===== src/rtl/mem_stage.sv =====
// RV32I memory-access stage: issues data-cache requests, stalls until the cache
// responds, and owns the MEM/WB pipeline register feeding writeback.
package mem_stage_pkg;
    localparam logic [1:0] SIZE_BYTE = 2'b00;
    localparam logic [1:0] SIZE_HALF = 2'b01;

    typedef struct packed {
        logic       mem_read;
        logic       mem_write;
        logic [2:0] load_type;  // funct3: [1:0] = access size, [2] = unsigned load
        logic       reg_write;
        logic [4:0] rd;
    } ctrl_t;

    typedef struct packed {
        ctrl_t       ctrl;
        logic [31:0] pc;
        logic [31:0] alu;
        logic [31:0] rs2;
    } stage_regs;
endpackage

module mem_stage
    import mem_stage_pkg::*;
#(
    parameter int width = 32
) (
    input  logic               clk,
    input  logic               rst,
    input  stage_regs          regs_in,
    input  logic               stall_in,
    input  logic [width-1:0]   dcache_rdata,
    input  logic               dcache_resp,
    output logic               dcache_read,
    output logic               dcache_write,
    output logic [width-1:0]   dcache_address,
    output logic [width-1:0]   dcache_wdata,
    output logic [3:0]         dcache_byte_enable,
    output logic               mem_stall,
    output stage_regs          regs_out,
    output logic [width-1:0]   dcache_out,
    output logic               misaligned
);

    typedef enum logic {IDLE, HOLD} state_t;

    state_t             state, next_state;
    logic               op;
    logic               aligned;
    logic               misalign;
    logic               advance;
    logic [1:0]         offset;
    logic [1:0]         size;
    logic [width-1:0]   hold_data;
    logic [width-1:0]   load_word;

    assign op      = regs_in.ctrl.mem_read | regs_in.ctrl.mem_write;
    assign offset  = regs_in.alu[1:0];
    assign size    = regs_in.ctrl.load_type[1:0];

    always_comb begin
        aligned = 1'b1;
        if (size == SIZE_HALF) begin
            aligned = ~offset[0];
        end else if (size != SIZE_BYTE) begin
            aligned = (offset == 2'b00);
        end
    end

    assign misalign       = op & ~aligned;
    assign dcache_address = {regs_in.alu[width-1:2], 2'b00};

    // Store lane steering: loads always read the whole word.
    always_comb begin
        dcache_byte_enable = 4'b1111;
        dcache_wdata       = '0;
        if (regs_in.ctrl.mem_write) begin
            if (size == SIZE_BYTE) begin
                dcache_byte_enable = 4'b0001 << offset;
                dcache_wdata       = regs_in.rs2 << {offset, 3'b000};
            end else if (size == SIZE_HALF) begin
                dcache_byte_enable = 4'b0011 << offset;
                dcache_wdata       = regs_in.rs2 << {offset, 3'b000};
            end else begin
                dcache_wdata       = regs_in.rs2;
            end
        end
    end

    // HOLD parks a completed access while the rest of the pipe is stalled, so
    // the request is never reissued to the cache.
    always_comb begin
        next_state   = state;
        dcache_read  = 1'b0;
        dcache_write = 1'b0;
        mem_stall    = 1'b0;
        unique case (state)
            IDLE: begin
                if (op && aligned && !rst) begin
                    dcache_read  = regs_in.ctrl.mem_read;
                    dcache_write = regs_in.ctrl.mem_write;
                    mem_stall    = ~dcache_resp;
                    if (dcache_resp && stall_in) begin
                        next_state = HOLD;
                    end
                end
            end
            HOLD: begin
                if (!stall_in) begin
                    next_state = IDLE;
                end
            end
            default: next_state = IDLE;
        endcase
    end

    assign advance = ~stall_in & ~mem_stall;

    always_comb begin
        load_word = '0;
        if (regs_in.ctrl.mem_read && !misalign) begin
            load_word = (state == HOLD) ? hold_data : dcache_rdata;
        end
    end

    always_ff @(posedge clk or posedge rst) begin
        if (rst) begin
            state <= IDLE;
        end else begin
            state <= next_state;
        end
    end

    always_ff @(posedge clk) begin
        if (state == IDLE && next_state == HOLD) begin
            hold_data <= dcache_rdata;
        end
    end

    // MEM/WB boundary
    always_ff @(posedge clk or posedge rst) begin
        if (rst) begin
            regs_out   <= '0;
            dcache_out <= '0;
            misaligned <= 1'b0;
        end else if (advance) begin
            regs_out   <= regs_in;
            dcache_out <= load_word;
            misaligned <= misalign;
        end
    end

endmodule


===== config.mk =====
export PLATFORM = sky130hd
export DESIGN_NAME = mem_stage
export DESIGN_NICKNAME = d
export VERILOG_FILES = /design/src/rtl/mem_stage.sv
export SDC_FILE = /design/constraint.sdc
export NUM_CORES = 1
export LEC_CHECK = 0
export BUFFER_PORTS_ARGS = -buffer_cell sky130_fd_sc_hd__buf_4
export CAP_MARGIN = 15
export CORE_MARGIN = 4
export CORE_UTILIZATION = 30
export DETAILED_ROUTE_END_ITERATION = 16
export HOLD_SLACK_MARGIN = 0.06
export PLACE_DENSITY = 0.6
export SYNTH_ARGS = -nofsm -noshare
export SYNTH_HDL_FRONTEND = slang
export SYNTH_SLANG_ARGS = --single-unit

===== constraint.sdc =====
create_clock -name clk -period 4.79 [get_ports clk]
set_input_delay 0.479 -clock clk [delete_from_list [all_inputs] [get_ports clk]]
set_output_delay 0.479 -clock clk [all_outputs]
set_load 0.1 [all_outputs]

# Yosys cells after proc, flatten, opt, wreduce, memory -nomap -nowiden
# Index checks and enable logic that the tools add are counted.
# W data, S select, Z words.
# op_classes
reduce_logical	10
shift	3
n_mux	20
eq_ne	1
bitwise	9
# op_table
operator	count
$mux W32	5
$shl A32 B5 Y32	1
$mux W4	3
$mux W1	11
$not A1 Y1	6
$logic_and A1 B1 Y1	5
$logic_not A2 Y1	2
$shl A1 B2 Y4 const A	1
$shl A2 B2 Y4 const A	1
$and A1 B1 Y1	2
$eq A2 B1 Y1 const B	1
$logic_not A1 Y1	2
$pmux W1 S2	1
$reduce_bool A2 Y1	1
$or A1 B1 Y1	1
# word_totals
ff_bits	173
output_inout_bits	211
in_bits	143

# Depth between registers and ports, before layout
# depth
word_depth	9
depth_mapped	11
ltp_nobuf	5

# Worst setup path after synthesis
# OpenSTA, ideal clock, no wires.
# synth_path
path_kind	input -> register
from	in regs_in[32] (netlist bit)
to	reg hold_data[0] (enable)
required_ps	4329
arrival_ps	3732
path_buffers	3
setup_ps	461
stages	8
setup_slack_ps	597
cell_sequence	buf_2 > clkbuf_1 > clkbuf_1 > inv_1 > ha_1 > nand2b_1 > nand3_1 > nor3_1
# synth_between
elab_chain_len	8
# synth_lines
element	line_no	source
from (decl)	30	input stage_regs regs_in,
$logic_not A2 Y1	66	aligned = (offset == 2'b00);
$mux W1	65	end else if (size != SIZE_BYTE) begin
$mux W1 *	63	if (size == SIZE_HALF) begin
$logic_and A1 B1 Y1 * (2 in a row)	99	if (op && aligned && !rst) begin
$mux W1 *	99	
$pmux W1 S2 *	97	unique case (state)
$logic_and A1 B1 Y1 *	135	if (state == IDLE && next_state == HOLD) begin
to (signal assigned)	136	hold_data <= dcache_rdata;
to (decl)	54	logic [width-1:0] hold_data;
# Every way passes the cells marked *; elsewhere a longest branch is shown, timed or not.
# A chain may end at the register's enable or synchronous reset.

# Worst setup path in the final report
# layout_path
from	in regs_in[33] (netlist bit)
to	reg regs_out[50] (netlist bit)
# layout_between
elab_chain_len	9
# layout_lines
element	line_no	source
$logic_not A2 Y1	66	
$mux W1	65	
$mux W1	63	
$logic_and A1 B1 Y1 (2 in a row)	99	
$mux W1	99	
$mux W1	97	
$not A1 Y1	117	assign advance = ~stall_in & ~mem_stall;
$and A1 B1 Y1	117	
to (signal assigned)	147	regs_out <= regs_in;
to (decl)	40	output stage_regs regs_out,
# No other way between the ends.

==> qor.yml <==
place:
  gp_congestion: 0.823
  dp_hpwl_um: 17900
  io_buffer_count: 351
detailed_routing:
  highest_layer: "met4"
  vias: 5928
  wl_met3_um: 2060
  dr.first_iter.drc_count: 338
  wl_met2_um: 11900
  routed_via_density: 4.80
  m1WireLength_um: 10300
  drc: 0
  drtPass1Iterations: 5
  ant_nets: 0
  drt-wirelength-per-cell_um: 19.8
  wl_um: 24500
power:
  clockPowerShare_pct: 28.6
  ir_drop_uv: 241
  p_per_area_nw_per_um2: 462
  netSwitchingPower_mw: 2.31
  comb_power_share_pct: 38.4
  leakage_nw: 5.13
  p_int_mw: 2.89
  total_power_mw: 5.20
  netSwitchingFraction_pct: 44.4
  pwr-share-seq_pct: 33.0
logic_synthesis:
  yosysMostFrequentCell: "dfrtp_1"
  synth_cell_types: 45
  synth_edf_count: 32
  synth_area_um2: 7910
  yosysWarnings: 0
  synth_area_leader_cell: "dfrtp_1"
  syn_area_per_cell_um2: 13.7
  ys_ff_latch: 173
  synth_common_cells: "dfrtp_1 (141), mux2_2 (110), buf_4 (39)"
  ys.flop_type: "dfrtp_1"
  synth-async-reset-ratio_pct: 81.5
  synthTopCellsByArea: "dfrtp_1 (45%), mux2_2 (16%), edfxtp_1 (12%)"
  synth-seq-area-share_pct: 56.8
  synth_top_area_share_pct: 44.6
  syn_inst: 578
setup_path:
  worstSetupStartpoint: "regs_in[33]"
  arrival_ns: 3.24
  cp_max_fo: 28
  crit_top_cell: "buf_4"
  cp-start-kind: "input pin"
  crit_chain: "buf_4 -> clkinv_1 -> ha_1 -> nand2b_1 -> a41oi_4 -> buf_4 -> mux2_2"
  crit_end: "regs_out[50]"
  r2r-end: "hold_data[20]"
  end_kind: "flop"
  rr_startpoint: "state"
  path_class: "input pin to flop"
  rrSetupSlack_ns: 1.88
  slowest_stage: "a41oi_4"
  max_stage_delay_ns: 0.75
  required_ns: 5.10
  ff2ff_path_depth: 5
timing:
  max_freq_mhz: 341
  hold_violations: 0
  setup_tns_ns: 0
  max-slew-margin-rel_pct: 28.3
  post-route-period-util_pct: 61.2
  clock-skew-final_ns: 0.0124
  rsz0062_at_grt: "false"
  setup_violations: 0
  tightest_slew_ns: 1.07
  slew_viol_final: 0
  layout_min_cycle_time_ns: 2.93
clocking:
  cts_hold_buf: 0
  numCtsBuffers: 17
  clk_pin_slew_ns: 0.08
  cts_tree: "yes"
  cts-root-buf: "clkbuf_16"
  numClockSinks: 173
  h-tree-depth: 4
  cts_buffer_depth: 2
  cts_resized: 0
  clock_latency_ns: 0.43
  post_cts_buffers: 0
global_route:
  overflow: 0
  grt_pass1_wl_um: 36900
  grt_pass1_vias: 6237
  antenna_found_initial: 0
  grtUsageTotal_pct: 16.3
  grt_max_degree: 108
floorplan:
  placementRows: 59
  die_h_um: 170
  initial_core_util_pct: 30.4
  num_io_pins: 354
  dieArea_um2: 29000
  core_area_um2: 26000
  die_x_um: 170
status:
  status: "finished, final reports clean"
final_layout:
  fin_nets: 1034
  num-fill-cells: 2493
  drive_gt1_share_pct: 56.8
  utilization_pct: 43.2
  num_antenna_cells: 0
  area_delta_synth_final_pct: 42.1
run:
  max_cap_violations: 0
hold_path:
  hold_path.class: "input pin to flop"
[how the worst min path moves through the flow]
stage | start | endpoint | slack, ns | depth (start not counted)
after floorplan | hold_data[0] | dcache_out[0] | 0.50 | 2
after global placement | dcache_out[17] | dcache_out[17] | 0.48 | 1
after detailed placement | dcache_out[14] | dcache_out[14] | 0.48 | 1
after CTS | dcache_rdata[5] | hold_data[5] | 0.20 | 1
after global routing | dcache_rdata[5] | hold_data[5] | 0.20 | 1
final | dcache_rdata[5] | hold_data[5] | 0.23 | 1
[cells by family after synthesis]
family	after synthesis	synth area share, %
flops	173	56.8
mux	146	20.5
simple gates	95	7.28
compound gates	83	8.45
buf+inv	76	6.27
fa+ha+maj	4	0.633
other cells	1	0.0474
[placed cells by master (no fill, tap or decap), types with 5 or more instances in the layout]
cell	instances
nand2b_1	7
edfxtp_1	32
mux2_2	110
mux2i_1	34
clkbuf_16	17
nand3b_1	10
buf_4	358
and3_1	10
and3b_1	14
a21boi_0	15
o2bb2ai_1	32
nor2b_1	16
dfrtp_1	140
nand3_1	5
o21ai_0	14
nand2_1	22
[worst max-delay path, delay by kind of cell]
family	cells	cell delay [ns]
fa+ha+maj	1	0.35
simple gates	1	0.25
compound gates	1	0.75
mux	1	0.36
buf+inv	3	1.02
[sequential cells by signal (all words and copies together) (netlist names)]
signal      flops
regs_out      107
misaligned      1
hold_data      32
dcache_out     32
state           1
[power groups by stage]
stage / clock network [mW] / logic [mW] / registers [mW]
after floorplan: 0 / 0.561 / 2.71
after global placement: 0 / 2.01 / 1.74
after detailed placement: 0 / 2.01 / 1.74
after CTS: 1.54 / 2.01 / 1.71
after global routing: 1.59 / 2.06 / 1.73
final: 1.49 / 2.00 / 1.71
[final cells by class]
class                           count  area, µm²  share of cell area (%)
Clock buffer                       17        425                    3.79
Clock inverter                     15        201                    1.79
Inverter                            5       23.8                   0.212
Multi-Input combinational cell    330       2950                    26.2
Sequential cell                   173       4490                    40.0
Tap cell                          335        419                    3.73
Timing Repair Buffer              360       2730                    24.3
[metrics by stage]
stage / hold slack [ns] / setup WS, ns / cell area [µm²] / cells
CTS: 0.199 / 1.84 / 11200 / 1235
global route: 0.202 / 1.68 / 11200 / 1235
global placement: 0.475 / 1.45 / 10600 / 1203
floorplan: 0.496 / 0.530 / 7910 / 579
detailed placement: 0.475 / 1.38 / 10600 / 1203
finish: 0.232 / 1.86 / 11200 / 1235
[per-layer routing]
layer	global-route usage, %	vias to the layer above
met3	5.69	16
met2	26.8	245
met5	0	-
li1	-	2700
met4	4.03	0
met1	20.8	2967
Power figures use the tool's default switching activity.
